===== src/rtl/decode_queue_stage.sv =====
// Registered RV32I(+M) decode stage with a small decoded-entry FIFO.
// Fetch hands over one instruction per cycle (valid/ready). The decode is
// written into the FIFO tail, and the head is presented downstream (ready/valid).

package decode_queue_pkg;
  typedef struct packed {
    logic       alu1_pc;     // operand A: 0 = rs1, 1 = pc
    logic       alu2_imm;    // operand B: 0 = rs2, 1 = imm
    logic [3:0] alu_op;
    logic [2:0] cmp_op;      // branch-style compare (funct3 encoding)
    logic       branch;
    logic       target_rs1;  // jump target base: 0 = pc, 1 = rs1
    logic [1:0] aluout_sel;  // 0 = alu, 1 = cmp result, 2 = link address
  } ex_ctrl_t;

  typedef struct packed {
    logic       mem_read;
    logic       mem_write;
    logic [2:0] funct3;
  } mem_ctrl_t;

  typedef struct packed {
    logic       regf_we;
    logic       wb_mem;      // 0 = alu result, 1 = load data
    logic [2:0] funct3;
  } wb_ctrl_t;

  typedef struct packed {
    logic [31:0] pc;
    logic [4:0]  rs1_addr;
    logic [4:0]  rs2_addr;
    logic [4:0]  rd_addr;
    logic [31:0] imm;
    ex_ctrl_t    ex;
    mem_ctrl_t   mem;
    wb_ctrl_t    wb;
    logic        md_valid;
    logic [2:0]  md_op;
    logic        illegal;
  } dec_entry_t;

  localparam logic [3:0] ALU_ADD = 4'd0;
  localparam logic [3:0] ALU_SUB = 4'd1;
  localparam logic [3:0] ALU_SLL = 4'd2;
  localparam logic [3:0] ALU_XOR = 4'd3;
  localparam logic [3:0] ALU_SRL = 4'd4;
  localparam logic [3:0] ALU_SRA = 4'd5;
  localparam logic [3:0] ALU_OR  = 4'd6;
  localparam logic [3:0] ALU_AND = 4'd7;

  localparam logic [2:0] CMP_BEQ  = 3'd0;
  localparam logic [2:0] CMP_BLT  = 3'd4;
  localparam logic [2:0] CMP_BLTU = 3'd6;

  localparam logic [1:0] OUT_ALU  = 2'd0;
  localparam logic [1:0] OUT_CMP  = 2'd1;
  localparam logic [1:0] OUT_ADDR = 2'd2;

  localparam logic [6:0] OPC_LUI   = 7'b0110111;
  localparam logic [6:0] OPC_AUIPC = 7'b0010111;
  localparam logic [6:0] OPC_JAL   = 7'b1101111;
  localparam logic [6:0] OPC_JALR  = 7'b1100111;
  localparam logic [6:0] OPC_BR    = 7'b1100011;
  localparam logic [6:0] OPC_LOAD  = 7'b0000011;
  localparam logic [6:0] OPC_STORE = 7'b0100011;
  localparam logic [6:0] OPC_IMM   = 7'b0010011;
  localparam logic [6:0] OPC_REG   = 7'b0110011;
endpackage

module decode_queue_stage
  import decode_queue_pkg::*;
#(
  parameter int Q_DEPTH = 2,
  parameter bit EN_M    = 1'b1
) (
  input  logic        clk,
  input  logic        rst_n,
  input  logic        flush,
  input  logic        in_valid,
  output logic        in_ready,
  input  logic [31:0] in_inst,
  input  logic [31:0] in_pc,
  output logic        out_valid,
  input  logic        out_ready,
  output logic [31:0] out_pc,
  output logic [4:0]  out_rs1_addr,
  output logic [4:0]  out_rs2_addr,
  output logic [4:0]  out_rd_addr,
  output logic [31:0] out_imm,
  output ex_ctrl_t    out_ex_ctrl,
  output mem_ctrl_t   out_mem_ctrl,
  output wb_ctrl_t    out_wb_ctrl,
  output logic        out_md_valid,
  output logic [2:0]  out_md_op,
  output logic        out_illegal
);
  localparam int PW = $clog2(Q_DEPTH);
  localparam logic [PW:0] FULL_CNT = (PW+1)'(Q_DEPTH);

  logic [6:0]  opc_s, f7_s;
  logic [2:0]  f3_s;
  logic [4:0]  rs1_s, rs2_s, rd_s;
  logic [31:0] imm_i_s, imm_s_s, imm_b_s, imm_u_s, imm_j_s;
  dec_entry_t  dec_s, head_s;
  logic        ill_s, enq_s, deq_s;

  dec_entry_t     q_r [Q_DEPTH];
  logic [PW-1:0]  wr_ptr_r, rd_ptr_r;
  logic [PW:0]    count_r;

  assign opc_s   = in_inst[6:0];
  assign rd_s    = in_inst[11:7];
  assign f3_s    = in_inst[14:12];
  assign rs1_s   = in_inst[19:15];
  assign rs2_s   = in_inst[24:20];
  assign f7_s    = in_inst[31:25];
  assign imm_i_s = {{20{in_inst[31]}}, in_inst[31:20]};
  assign imm_s_s = {{20{in_inst[31]}}, in_inst[31:25], in_inst[11:7]};
  assign imm_b_s = {{19{in_inst[31]}}, in_inst[31], in_inst[7], in_inst[30:25], in_inst[11:8], 1'b0};
  assign imm_u_s = {in_inst[31:12], 12'h000};
  assign imm_j_s = {{11{in_inst[31]}}, in_inst[31], in_inst[19:12], in_inst[20], in_inst[30:21], 1'b0};

  // Combinational decode of the incoming instruction into a queue entry.
  always_comb begin
    dec_s = '0;
    ill_s = 1'b0;
    if (in_inst[1:0] != 2'b11) begin
      ill_s = 1'b1;
    end else begin
      case (opc_s)
        OPC_LUI: begin
          dec_s.rd_addr = rd_s; dec_s.imm = imm_u_s;
          dec_s.ex.alu2_imm = 1'b1; dec_s.ex.alu_op = ALU_ADD; dec_s.wb.regf_we = 1'b1;
        end
        OPC_AUIPC: begin
          dec_s.rd_addr = rd_s; dec_s.imm = imm_u_s;
          dec_s.ex.alu1_pc = 1'b1; dec_s.ex.alu2_imm = 1'b1; dec_s.ex.alu_op = ALU_ADD;
          dec_s.wb.regf_we = 1'b1;
        end
        OPC_JAL: begin
          dec_s.rd_addr = rd_s; dec_s.imm = imm_j_s;
          dec_s.ex.cmp_op = CMP_BEQ; dec_s.ex.branch = 1'b1; dec_s.ex.aluout_sel = OUT_ADDR;
          dec_s.wb.regf_we = 1'b1;
        end
        OPC_JALR: begin
          if (f3_s != 3'd0) begin
            ill_s = 1'b1;
          end else begin
            // Both compare operands are rs1 so the beq compare always takes the jump.
            dec_s.rs1_addr = rs1_s; dec_s.rs2_addr = rs1_s; dec_s.rd_addr = rd_s; dec_s.imm = imm_i_s;
            dec_s.ex.cmp_op = CMP_BEQ; dec_s.ex.target_rs1 = 1'b1; dec_s.ex.branch = 1'b1;
            dec_s.ex.aluout_sel = OUT_ADDR; dec_s.wb.regf_we = 1'b1;
          end
        end
        OPC_BR: begin
          if ((f3_s == 3'd2) || (f3_s == 3'd3)) begin
            ill_s = 1'b1;
          end else begin
            dec_s.rs1_addr = rs1_s; dec_s.rs2_addr = rs2_s; dec_s.imm = imm_b_s;
            dec_s.ex.cmp_op = f3_s; dec_s.ex.branch = 1'b1;
          end
        end
        OPC_LOAD: begin
          if ((f3_s == 3'd3) || (f3_s == 3'd6) || (f3_s == 3'd7)) begin
            ill_s = 1'b1;
          end else begin
            dec_s.rs1_addr = rs1_s; dec_s.rd_addr = rd_s; dec_s.imm = imm_i_s;
            dec_s.ex.alu2_imm = 1'b1; dec_s.ex.alu_op = ALU_ADD;
            dec_s.mem.mem_read = 1'b1; dec_s.mem.funct3 = f3_s;
            dec_s.wb.regf_we = 1'b1; dec_s.wb.wb_mem = 1'b1; dec_s.wb.funct3 = f3_s;
          end
        end
        OPC_STORE: begin
          if (f3_s > 3'd2) begin
            ill_s = 1'b1;
          end else begin
            dec_s.rs1_addr = rs1_s; dec_s.rs2_addr = rs2_s; dec_s.imm = imm_s_s;
            dec_s.ex.alu2_imm = 1'b1; dec_s.ex.alu_op = ALU_ADD;
            dec_s.mem.mem_write = 1'b1; dec_s.mem.funct3 = f3_s;
          end
        end
        OPC_IMM: begin
          dec_s.rs1_addr = rs1_s; dec_s.rd_addr = rd_s; dec_s.imm = imm_i_s;
          dec_s.ex.alu2_imm = 1'b1; dec_s.wb.regf_we = 1'b1;
          case (f3_s)
            3'd0: dec_s.ex.alu_op = ALU_ADD;
            3'd1: begin
              if (f7_s != 7'h00) ill_s = 1'b1;
              else dec_s.ex.alu_op = ALU_SLL;
            end
            3'd2: begin dec_s.ex.cmp_op = CMP_BLT;  dec_s.ex.aluout_sel = OUT_CMP; end
            3'd3: begin dec_s.ex.cmp_op = CMP_BLTU; dec_s.ex.aluout_sel = OUT_CMP; end
            3'd4: dec_s.ex.alu_op = ALU_XOR;
            3'd5: begin
              if (f7_s == 7'h00) dec_s.ex.alu_op = ALU_SRL;
              else if (f7_s == 7'h20) dec_s.ex.alu_op = ALU_SRA;
              else ill_s = 1'b1;
            end
            3'd6: dec_s.ex.alu_op = ALU_OR;
            3'd7: dec_s.ex.alu_op = ALU_AND;
            default: ill_s = 1'b1;
          endcase
        end
        OPC_REG: begin
          dec_s.rs1_addr = rs1_s; dec_s.rs2_addr = rs2_s; dec_s.rd_addr = rd_s;
          dec_s.wb.regf_we = 1'b1;
          if (EN_M && (f7_s == 7'h01)) begin
            dec_s.md_valid = 1'b1; dec_s.md_op = f3_s;
          end else if (f7_s == 7'h00) begin
            case (f3_s)
              3'd0: dec_s.ex.alu_op = ALU_ADD;
              3'd1: dec_s.ex.alu_op = ALU_SLL;
              3'd2: begin dec_s.ex.cmp_op = CMP_BLT;  dec_s.ex.aluout_sel = OUT_CMP; end
              3'd3: begin dec_s.ex.cmp_op = CMP_BLTU; dec_s.ex.aluout_sel = OUT_CMP; end
              3'd4: dec_s.ex.alu_op = ALU_XOR;
              3'd5: dec_s.ex.alu_op = ALU_SRL;
              3'd6: dec_s.ex.alu_op = ALU_OR;
              3'd7: dec_s.ex.alu_op = ALU_AND;
              default: ill_s = 1'b1;
            endcase
          end else if (f7_s == 7'h20) begin
            case (f3_s)
              3'd0: dec_s.ex.alu_op = ALU_SUB;
              3'd5: dec_s.ex.alu_op = ALU_SRA;
              default: ill_s = 1'b1;
            endcase
          end else begin
            ill_s = 1'b1;
          end
        end
        default: ill_s = 1'b1;
      endcase
    end
    // Illegal entries carry only the pc and the illegal flag; x0 never gets written.
    if (ill_s) begin
      dec_s = '0;
      dec_s.illegal = 1'b1;
    end else begin
      dec_s.wb.regf_we = dec_s.wb.regf_we & (dec_s.rd_addr != 5'd0);
    end
    dec_s.pc = in_pc;
  end

  assign in_ready  = (count_r != FULL_CNT);
  assign out_valid = (count_r != '0);
  assign enq_s     = in_valid & in_ready & ~flush;
  assign deq_s     = out_valid & out_ready & ~flush;

  // FIFO storage, pointers and occupancy; flush wins over enqueue and dequeue.
  always_ff @(posedge clk or negedge rst_n) begin
    if (!rst_n) begin
      wr_ptr_r <= '0;
      rd_ptr_r <= '0;
      count_r  <= '0;
      for (int i = 0; i < Q_DEPTH; i++) q_r[i] <= '0;
    end else if (flush) begin
      wr_ptr_r <= '0;
      rd_ptr_r <= '0;
      count_r  <= '0;
    end else begin
      if (enq_s) begin
        q_r[wr_ptr_r] <= dec_s;
        wr_ptr_r      <= wr_ptr_r + PW'(1);
      end
      if (deq_s) rd_ptr_r <= rd_ptr_r + PW'(1);
      case ({enq_s, deq_s})
        2'b10:   count_r <= count_r + (PW+1)'(1);
        2'b01:   count_r <= count_r - (PW+1)'(1);
        default: count_r <= count_r;
      endcase
    end
  end

  assign head_s       = q_r[rd_ptr_r];
  assign out_pc       = head_s.pc;
  assign out_rs1_addr = head_s.rs1_addr;
  assign out_rs2_addr = head_s.rs2_addr;
  assign out_rd_addr  = head_s.rd_addr;
  assign out_imm      = head_s.imm;
  assign out_ex_ctrl  = head_s.ex;
  assign out_mem_ctrl = head_s.mem;
  assign out_wb_ctrl  = head_s.wb;
  assign out_md_valid = head_s.md_valid;
  assign out_md_op    = head_s.md_op;
  assign out_illegal  = head_s.illegal;
endmodule

===== config.mk =====
export PLATFORM = sky130hd
export DESIGN_NAME = decode_queue_stage
export DESIGN_NICKNAME = d
export VERILOG_FILES = /design/src/rtl/decode_queue_stage.sv
export SDC_FILE = /design/constraint.sdc
export NUM_CORES = 1
export LEC_CHECK = 0
export CORE_UTILIZATION = 30
export DETAILED_ROUTE_END_ITERATION = 10
export SLEW_MARGIN = 20
export SYNTH_ARGS = -nofsm -noshare
export SYNTH_HDL_FRONTEND = slang
export SYNTH_SLANG_ARGS = --single-unit

===== constraint.sdc =====
create_clock -name clk -period 2.35 [get_ports clk]
set_clock_uncertainty 0.15 [all_clocks]
set_input_delay 0.47 -clock clk [delete_from_list [all_inputs] [get_ports clk]]
set_output_delay 0.47 -clock clk [all_outputs]
set_load 0.05 [all_outputs]

# After elaboration in Yosys (flattened, before gate mapping)
# Index checks and enable logic that the tools add are counted.
[totals]
mem_count = 0
output_inout_bits = 109
inputBits = 69
elab_cells = 181
latch_bits = 0
mem_bits_ro = 0
ff_bits = 218
ramBits = 0
[classes]
div_mod_pow = 0
addsub = 4
bitwise_logic = 8
multipliers = 0
n_lt_le_gt_ge = 4
mux = 77
eq_ne = 22
shift = 0
n_reduce_logical = 21
[ops]
columns = ["op", "count"]
rows = [
  ["107-bit two-way mux", 4],
  ["32-bit one-hot mux with 7 select lines", 1],
  ["214-bit bitwise mux", 1],
  ["107-bit demux with 1-bit select", 1],
  ["74-bit two-way mux", 1],
  ["65-bit two-way mux", 1],
  ["32-bit two-way mux", 2],
  ["47-bit two-way mux", 1],
  ["37-bit two-way mux", 1],
  ["3-bit one-hot mux with 5 select lines", 2],
  ["7-bit by 6-bit equality test with 1-bit output, second input constant", 4],
  ["4-bit two-way mux", 7],
  ["5-bit one-hot mux with 5 select lines", 1],
  ["1-bit two-way mux", 24],
  ["7-bit equality test, second input constant", 3],
  ["10-bit two-way mux", 2],
  ["5-bit one-hot mux with 4 select lines", 1],
  ["3-bit one-hot mux with 2 select lines", 3],
  ["4-bit one-hot mux with 4 select lines", 1],
  ["5-bit two-way mux", 3],
  ["5-bit one-hot mux with 3 select lines", 1],
  ["7-bit by 5-bit equality test with 1-bit output, second input constant", 2],
  ["3-bit equality test, second input constant", 4],
  ["3-bit two-way mux", 4],
  ["other kinds (38)", 61],
]

# Depth between registers and ports, before layout
# Gate-level depths: netlist of the first run.
[logic_depth]
ltp_word = 11
mapped_depth = 9
mapped_depth_nobuf = 6

# Worst setup path before layout of the first run
# No wires, ideal clock.
[synth_timing]
path_type = "input -> register"
startpoint = "input port in_inst[26]"
endpoint = "register q_r[136] (netlist name)"
cell_stages = 7
t_arrival_ps = 2407
t_required_ps = 2135
path_slack_ps = -273
setup_time_ps = 65
path_buffers = 1
cell_sequence = "or4_4 o41a_1 o21ai_4 nand4_4 nor3_4 buf_6 a22o_1"
[synth_via]
elab_chain_len = 8
elab_cells_between_ends = 15
cone_classes = "eq/ne: 2; mux: 11; reduce/logical: 2"
[synth_rtl]
columns = ["item", "line", "source"]
rows = [
  ["from (decl)", "81", "input logic [31:0] in_inst,"],
  ["7-bit by 6-bit equality test with 1-bit output", "196, 221", ""],
  ["1-bit two-way mux (on tied branches)", "196, 221", ""],
  ["1-bit two-way mux (on tied branches)", "195, 209", ""],
  ["1-bit one-hot mux with 2 select lines / 1-bit two-way mux (equally long branches)", "185, 207", ""],
  ["1-bit one-hot mux with 7 select lines (*)", "130", "case (opc_s)"],
  ["1-bit two-way mux (*)", "127", "if (in_inst[1:0] != 2'b11) begin"],
  ["65-bit two-way mux (*)", "235", "if (ill_s) begin"],
  ["214-bit bitwise mux (*)", "262", "q_r[wr_ptr_r] <= dec_s;"],
  ["to (signal, indexed assignment)", "262", ""],
  ["to (decl)", "107", "dec_entry_t q_r [Q_DEPTH];"],
]
# Every way passes the cells marked *; elsewhere a longest branch is shown, timed or not.
# A chain may end at the register's enable or synchronous reset.

==> out/metrics.yaml, run 1 <==
status:
  status: "complete, but fails checks"
  violations: "negative setup slack"
finish:
  area_growth_pct: 48.46
  fin_cells: 1737
  antenna_cells: 0
  finalNetCount: 1339
  final_layout_size_suffix_gt1_share_pct: 36.54
  fin_util_pct: 45.07
  final_cell_area_sq_um: 15080
clocking:
  clock_sinks: 214
  tritoncts: "built"
  clkTransAtPathRegs_ps: 60
  numCtsBuffers: 26
  h-tree-depth: 1
  cts_root_buf: "clkbuf_16"
  clock_path_buffers: 3
  clk_latency_ps: 520
detailed_routing:
  routedWlPerCell_microns: 18.71
  viasPerCell: 4.918
  drc: 0
  dr_total_vias: 8542
  ant_nets: 0
  drt_wl_total_mm: 32.50
  dr.pass1.iters: 5
  drt_first_iter_violations: 537
critical_path:
  cp_slowest_stage_delay_ps: 510
  worstPathCellList: "buf_12 -> clkbuf_16 -> mux2_4 -> buf_8"
  rr_endpoint: "q_r[142]"
  path_depth: 4
  r2r-start: "count_r[0]"
  crit_arrival_ps: 1850
  startpoint_type: "flip-flop"
  reg2reg_depth: 6
  slowest_stage: "dfrtp_4"
  reg2reg_slack_ps: 220
  startpoint: "rd_ptr_r"
  cpLargestDelayFamily: "flip-flops"
  cp-end-kind: "output port"
  cp_max_fo: 7
  critPathBufInv: 3
  cp.required_ps: 1730
  path_class: "flip-flop to output port"
  crit_end: "out_ex_ctrl[0]"
place:
  place_ws_ps: -724.0
  placed_area_sq_um: 13090
  routabilityCongestion: 0.8944
  hpwlAfterDp_mm: 21.66
  dp.cells: 1666
  portBuffers: 176
floorplan:
  io_pins: 178
  die_h_microns: 186.0
  rows: 67
  start_util_pct: 30.36
  die-area_sq_um: 34590
  core_sq_um: 33450
  fp.dieW_microns: 186.0
logic_synthesis:
  syn_nets: 1054
  synth_cells: 985
  synth_top_area_share_pct: 52.74
  yosysWarningCount: 0
  synth_edf_count: 0
  ys.flop_type: "dfrtp_1"
  async_flop_share_pct: 100.0
  avgSynthCellArea_sq_um: 10.31
  seq_area_frac_synth_pct: 52.74
  synth-seq-cells: 214
  synth_top_area_cell: "dfrtp_1"
  synth.distinct_cells: 58
  ys_top_cells_by_area: "dfrtp_1, mux2_2, nand2_1"
  synth_area_sq_um: 10150
global_routing:
  use_met1_pct: 25.21
  grt_first_pass_wirelength_mm: 48.15
  grtUsageTotal_pct: 17.88
  grt_use_met2_pct: 28.39
  grt_overflow: 0
  grt-busiest-layer: "met2"
  grt_pass1_vias: 8371
  antenna_found_initial: 0
  use_met3_pct: 2.759
  grt_max_degree: 56
worst_hold_path:
  min_from: "in_inst[29]"
  hp-class: "primary input to flip-flop"
sta:
  period_needed_ps: 2474
  timing.final.hold_violations: 0
  rsz0062_at_grt: "true"
  setup_viol: 106
  period_share_pct: 105.3
  setup_slack_ps: -123.8
  drv_slew: 0
  max_freq_ghz: 0.4042
  whs_ps: 134.7
power:
  ir_worst_vdd_mv: 0.6036
  power-per-cell-area_nw_per_um2: 781.0
  leakagePower_uw: 0.007344
job:
  max-cap-violations: 0
-- layer usage --
| metal | vias up | part of all wire (%) | wire, microns |
|---|---|---|---|
| met5 | - | 0 | 0 |
| met4 | 0 | 1.9 | 621 |
| met3 | 44 | 4.6 | 1486 |
| met2 | 204 | 47 | 15240 |
| met1 | 4251 | 47 | 15150 |
| li1 | 4043 | - | - |
-- worst reg2reg max path: cells and delay by family, from the launching register on --
kind	cells	cell delay, ps
and+or+nand+nor	4	1130
buffers and inverters	1	230
AOI/OAI and AO/OA	1	170
DFF	1	400
-- final cells by class --
class / count / area [sq um]
Fill cell: 3160 / 18370
Sequential cell: 214 / 5359
Multi-Input combinational cell: 693 / 4720
Timing Repair Buffer: 331 / 3395
Clock buffer: 36 / 759.5
Tap cell: 448 / 560.5
Clock inverter: 11 / 264.0
Inverter: 4 / 18.77
-- registers in the layout, indices dropped and copies added, names as in the netlist --
register  flops
q_r         210
rd_ptr_r      1
wr_ptr_r      1
count_r       2
-- cells by family (layout without fill, tap and decap cells) --
logic type	after synthesis	count (layout)	share of synthesized area (%)
AO/OA/AOI/OAI	189	189	14.75
XOR/XNOR	3	3	0.2588
buffers and inverters	78	382	3.068
flip-flops	214	214	52.74
multiplexers	109	109	12.09
other	1	1	0.03693
AND/OR/NAND/NOR	391	391	17.07
-- synthesized netlist by cell type (3+ instances only) --
master and instances:
a22o_1 69, o21ai_1 6, nor4_1 4, o21a_1 3
nor3_1 10, nand3_1 7, a32o_1 7, and3_1 6
nor2b_1 6, nor2_1 22, o31ai_1 7, clkbuf_1 59
nand2b_1 10, a21oi_1 14, and2_1 12, nand2_1 287
inv_1 4, nand4_1 3, nor3b_1 4, o221a_2 22
buf_1 9, dfrtp_1 214, buf_2 3, o21ai_0 34
mux2_2 109, or3_1 3, a21o_1 10
-- through the flow --
step / setup TNS [ps] / power [uW]
detailed placement: -75940 / 6789
global placement: -71780 / 6746
floorplan: -9085 / 5899
global route: -13330 / 12270
finish: -7994 / 11770
CTS: -13170 / 11740
-- placed cells by master (no fill, tap or decap), types with 9 or more instances in the layout --
master,synthesis,layout
dlymetal6s2s_1,0,9
a21o_1,10,10
and2_1,12,11
o221a_2,22,22
o21ai_0,34,33
a21oi_1,14,14
nand2_1,287,286
buf_12,0,12
clkdlybuf4s50_1,0,53
clkbuf_16,0,32
buf_6,1,115
a22o_1,69,69
mux2_4,0,25
nand2b_1,10,9
dfrtp_1,214,213
nor2_1,22,21
buf_4,2,124
mux2_2,109,84
-- power breakdown --
group          internal [uW]  switching (uW)
registers               4090             211
logic                   1160            1570
clock network           3130            1620
-- worst min path at each step --
stage | slack (ps) | end | cells after the start
2_1_floorplan | 20 | count_r[0] | 0
3_3_place_gp | 300 | q_r[24] | 2
3_5_place_dp | 300 | q_r[131] | 2
4_1_cts | 240 | q_r[37] | 3
5_1_grt | 140 | q_r[36] | 3
6_report | 130 | q_r[37] | 3
-- timing repair --
item,4_1_cts,5_1_grt
resized for setup,105,87
pin swaps,6,12
endpoints found under the setup margin,201,209
buffers inserted,2,9
cloned,0,12
hold buffers,1,0
hold endpoints to repair,44,0
(Power assumes the default switching activity.)
==> run 2, diff against run 1 <==
==> constraint.sdc (replaced) <==
create_clock -name clk -period 2.15 [get_ports clk]
set_clock_uncertainty 0.15 [all_clocks]
set_input_delay 0.43 -clock clk [delete_from_list [all_inputs] [get_ports clk]]
set_output_delay 0.43 -clock clk [all_outputs]
set_load 0.05 [all_outputs]
==> run 2 against run 1 <==
Compared with the run above:
- the flow still finishes with violations (negative setup slack)
- first-iteration DRC count shrank 25%
- sequential cell count unchanged
- core utilization down 0.12 points
- worst setup slack got worse by 170 ps
- cell area is 0.27% lower
- global-route usage rose by 0.28 points
- critical path depth increased by 1
- cell count is 0.29% lower
- critical endpoint is now out_imm[12]
- highest routed layer unchanged
==> out/metrics.yaml, run 2 (synthesized netlist as in run 1, its figures left out) <==
status:
  status: "complete, but fails checks"
  violations: "negative setup slack"
critical_path:
  cp.required_ps: 1570
  path_class: "flip-flop to output port"
  crit_arrival_ps: 1870
  cp_max_fo: 6
  startpoint_type: "flip-flop"
  worstPathCellList: "buf_4 -> buf_6 -> buf_16 -> mux2_4 -> buf_12"
  cp-end-kind: "output port"
  cp_slowest_stage_delay_ps: 490
  slowest_stage: "dfrtp_4"
detailed_routing:
  dr_total_vias: 8526
  routedWlPerCell_microns: 18.44
  ant_nets: 0
  drt_wl_total_mm: 31.94
  drt_first_iter_violations: 401
  viasPerCell: 4.923
  dr.pass1.iters: 5
  drc: 0
floorplan:
  rows: 67
  start_util_pct: 30.36
  core_sq_um: 33450
  fp.dieW_microns: 186.0
  die_h_microns: 186.0
  io_pins: 178
  die-area_sq_um: 34590
sta:
  timing.final.hold_violations: 0
  setup_viol: 143
  drv_slew: 0
  setup_slack_ps: -296.3
  rsz0062_at_grt: "true"
  period_needed_ps: 2446
  max_freq_ghz: 0.4088
  period_share_pct: 113.8
finish:
  biggestRegsByFlops: "q_r (210), count_r (2)"
  fin_cells: 1732
  final_layout_size_suffix_gt1_share_pct: 38.40
  mostFrequentLayoutCells: "nand2_1, dfrtp_1, buf_4"
  area_growth_pct: 48.07
  top_register: "q_r"
  fillCellCount: 3128
  fin_util_pct: 44.95
  largest_reg_flops: 210
  antenna_cells: 0
  final_common_cell: "nand2_1"
  finalNetCount: 1337
global_routing:
  grtUsageTotal_pct: 18.16
  grt_max_degree: 77
  use_met1_pct: 25.93
  grt_pass1_vias: 8604
  antenna_found_initial: 0
  grt_first_pass_wirelength_mm: 48.68
  grt_overflow: 0
  use_met3_pct: 2.700
  grt_use_met2_pct: 29.04
  grt-busiest-layer: "met2"
power:
  ir_worst_vdd_mv: 0.4668
  leakagePower_uw: 0.007308
  power-per-cell-area_nw_per_um2: 788.0
clocking:
  clock_path_buffers: 3
  numCtsBuffers: 26
  clkTransAtPathRegs_ps: 60
  clk_latency_ps: 510
  tritoncts: "built"
  clock_sinks: 214
  cts_root_buf: "clkbuf_16"
  h-tree-depth: 1
place:
  portBuffers: 176
  routabilityCongestion: 0.9312
  hpwlAfterDp_mm: 21.55
  dp.cells: 1659
worst_hold_path:
  hp-class: "primary input to flip-flop"
job:
  max-cap-violations: 0
## run 2: cell count changes in the layout (fill, tap and decap cells not counted), moves of 5 or more
cell / previous run / this run
buf_4: 124 / 139
buf_6: 115 / 92
o21ai_0: 33 / 28
o21ai_2: 0 / 6
nor2_1: 21 / 16
bufinv_16: 8 / 1
## run 2: layout make-up
| cell class | count | area, sq um | area share [%] |
|---|---|---|---|
| Clock buffer | 38 | 787.0 | 5.234 |
| Clock inverter | 6 | 57.56 | 0.3828 |
| Inverter | 4 | 15.01 | 0.09986 |
| Multi-Input combinational cell | 693 | 4876 | 32.43 |
| Timing Repair Buffer | 329 | 3381 | 22.48 |
| Sequential cell | 214 | 5359 | 35.64 |
| Tap cell | 448 | 560.5 | 3.728 |
## run 2: metrics by stage
step	area [sq um]	TNS, ps	power, uW	worst slack, ps	hold slack [ps]
4_1_cts	14540	-30620	11920	-357.8	67.41
3_5_place_dp	13090	-110380	7415	-870.3	306.6
3_3_place_gp	13090	-107860	7372	-841.6	300.9
6_report	15040	-28260	11850	-296.3	82.12
2_1_floorplan	10230	-23450	6455	-336.9	-15.59
5_1_grt	15040	-36960	12410	-348.7	82.28
## run 2: timing repair
item | in CTS | in global routing
endpoints found under the setup margin | 223 | 214
setup buffers | 8 | 13
pin swaps | 17 | 26
hold buffers | 1 | 0
resized for setup | 137 | 98
hold endpoints to repair | 214 | 0
gates cloned | 3 | 6
## run 2: metal layers
metal	share of wire (%)	vias to the layer above	wire, microns
li1	-	4025	-
met1	46	4247	14830
met2	47	217	15050
met3	4.7	37	1508
met4	1.7	0	555
met5	0	-	0
## run 2: path summary, 6_finish.rpt
kind / startpoint / endpoint / slack, ps / cells after the start
setup / recovery: rd_ptr_r / out_imm[12] / -300 / 5
hold / removal: in_inst[28] / q_r[36] / 80 / 3
min in group asynchronous: rst_n / q_r[141] / 340 / 3
max in group asynchronous: rst_n / rd_ptr_r / 1070 / 3
hold reg to reg: q_r[131] / q_r[131] / 310 / 2
setup reg to reg: count_r[0] / q_r[153] / 170 / 7
## run 2: power by group
part	switching [uW]	leakage (uW)	internal, uW
combinational	1690	0.00404	1170
sequential	225	0.00285	4470
clock	1670	0.000418	2620
## run 2: critical path, delay by kind of cell (launching register included)
family   cells  cell delay, ps
buf+inv      4             530
mux          1             310
flops        1             490
==> run 3, diff against run 2 <==
==> constraint.sdc (replaced) <==
create_clock -name clk -period 3.13 [get_ports clk]
set_clock_uncertainty 0.15 [all_clocks]
set_input_delay 0.626 -clock clk [delete_from_list [all_inputs] [get_ports clk]]
set_output_delay 0.626 -clock clk [all_outputs]
set_load 0.05 [all_outputs]
==> run 3 against run 2 <==
Compared with the run above:
- the run now ends clean
- non-clock buffer count decreased by 81
- sequential share of layout area grew 4.0 points
- largest power group unchanged
- routed wire length is 5.3% lower
- critical path type unchanged
- largest cell class unchanged
- critical endpoint is now out_imm[0]
- register-to-register slack improved by 680 ps
==> out/metrics.yaml, run 3 (synthesized netlist as in run 1, its figures left out) <==
finish:
  fillCellCount: 3242
  final_common_cell: "nand2_1"
  area_growth_pct: 33.22
  antenna_cells: 0
  final_layout_size_suffix_gt1_share_pct: 27.66
  final_cell_area_sq_um: 13530
  mostFrequentLayoutCells: "nand2_1, dfrtp_1, buf_4"
  largest_reg_flops: 210
  finalNetCount: 1255
  fin_util_pct: 40.44
  top_register: "q_r"
  biggestRegsByFlops: "q_r (210), count_r (2)"
critical_path:
  startpoint_type: "flip-flop"
  path_class: "flip-flop to output port"
  worstPathCellList: "buf_12 -> mux2_2 -> buf_4"
  slowest_stage: "dfrtp_4"
  crit_arrival_ps: 2300
  cp.required_ps: 2350
  cp-end-kind: "output port"
  cp_max_fo: 73
  cpLargestDelayFamily: "flip-flops"
  cp_slowest_stage_delay_ps: 640
  critPathBufInv: 2
detailed_routing:
  drc: 0
  ant_nets: 0
  drt_wl_total_mm: 30.26
  routedWlPerCell_microns: 18.32
  drt-met1-wl_mm: 14.07
  route.met3.wl_mm: 1.522
  viasPerCell: 4.961
  wl_met2_mm: 13.98
  dr_total_vias: 8195
  dr.pass1.iters: 5
  highest_layer: "met4"
  drt_first_iter_violations: 583
place:
  routabilityCongestion: 0.8936
  portBuffers: 176
  hpwlAfterDp_mm: 20.49
  placed_area_sq_um: 12650
  place_ws_ps: -235.9
sta:
  period_share_pct: 98.35
  whs_ps: 38.19
  timing.final.hold_violations: 0
  fin_setup_tns_ps: 0
  drv_slew: 0
  setup_slack_ps: 51.50
  worstMarginPinSlew_ps: 731.7
  rsz0062_at_grt: "false"
  period_needed_ps: 3079
  setup_viol: 0
  max_slew_margin_pct: 50.84
  max_freq_ghz: 0.3248
floorplan:
  core_sq_um: 33450
  start_util_pct: 30.36
  rows: 67
  fp.dieW_microns: 186.0
  die_h_microns: 186.0
  io_pins: 178
  die-area_sq_um: 34590
global_routing:
  grtUsageTotal_pct: 17.48
  antenna_found_initial: 0
  grt_max_degree: 91
  grt_overflow: 0
  grt_pass1_vias: 8066
  grt_first_pass_wirelength_mm: 46.92
status:
  status: "finished clean"
power:
  leakagePower_uw: 0.006584
  power-per-cell-area_nw_per_um2: 592.5
  ir_worst_vdd_mv: 0.3654
clocking:
  clock_path_buffers: 3
  cts_root_buf: "clkbuf_16"
  clk_latency_ps: 520
  tritoncts: "built"
  numCtsBuffers: 25
  clock_sinks: 214
  h-tree-depth: 1
  clkTransAtPathRegs_ps: 60
  postCtsHoldBufs: 0
job:
  max-cap-violations: 0
worst_hold_path:
  hp-class: "primary input to async pin"
==> run 3: cell types whose count changed in the layout (fill, tap and decap cells not counted), moves of 11 or more <==
cell,change
buf_6,-92
clkdlybuf4s50_1,+33
mux2_2,+24
mux2_4,-24
dlygate4sd2_1,+11
==> run 3: cell type report <==
class                      count  area [sq um]  share of cell area (%)
sequential                   214          5359                   39.61
multi-input combinational    693          4507                   33.31
timing repair buffer         248          2221                   16.42
clock buffer                  35         733.2                   5.420
tap                          448         560.5                   4.144
clock inverter                10         132.6                  0.9804
inverter                       4         15.01                  0.1110
==> run 3: report_power, final <==
group          internal, uW  switching (uW)  leakage (uW)
Combinational           665            1080       0.00330
Sequential             3070             166       0.00285
Clock                  1870            1160      0.000433
Total                  5610            2410       0.00658
==> run 3: worst reg2reg max path: stages (launching register included) <==
cell and delay, ps:
dfrtp_1 390, nand2b_1 170, nand2_1 170, or3_4 460, nor3_1 650, a22o_1 230
==> run 3: what timing repair did <==
item,4_1_cts,5_1_grt
endpoints found under the hold margin,0,0
setup buffers,1,0
setup endpoints to repair,106,0
resized for setup,16,0
==> run 3: worst paths after layout <==
path                       cells past startpoint  startpoint          to  slack [ps]
max in group asynchronous                      2       rst_n     q_r[99]        2040
min                                            1       rst_n     q_r[16]          40
max                                            3    rd_ptr_r  out_imm[0]          50
max reg2reg                                    5  count_r[0]    q_r[168]         850
min reg2reg                                    2    q_r[196]    q_r[196]         320
min in group clk                               2    q_r[196]    q_r[196]         320
==> run 3: metal layers <==
metal | global-route usage (%) | up-vias
met1 | 25.24 | 4054
met5 | 0 | -
li1 | - | 3855
met2 | 27.21 | 241
met3 | 2.563 | 45
met4 | 4.525 | 0
==> run 3: stage by stage <==
stage | std cells | power [uW]
2_1_floorplan | 985 | 4426
3_3_place_gp | 1606 | 5042
3_5_place_dp | 1606 | 5071
4_1_cts | 1652 | 8124
5_1_grt | 1652 | 8387
6_report | 1652 | 8016
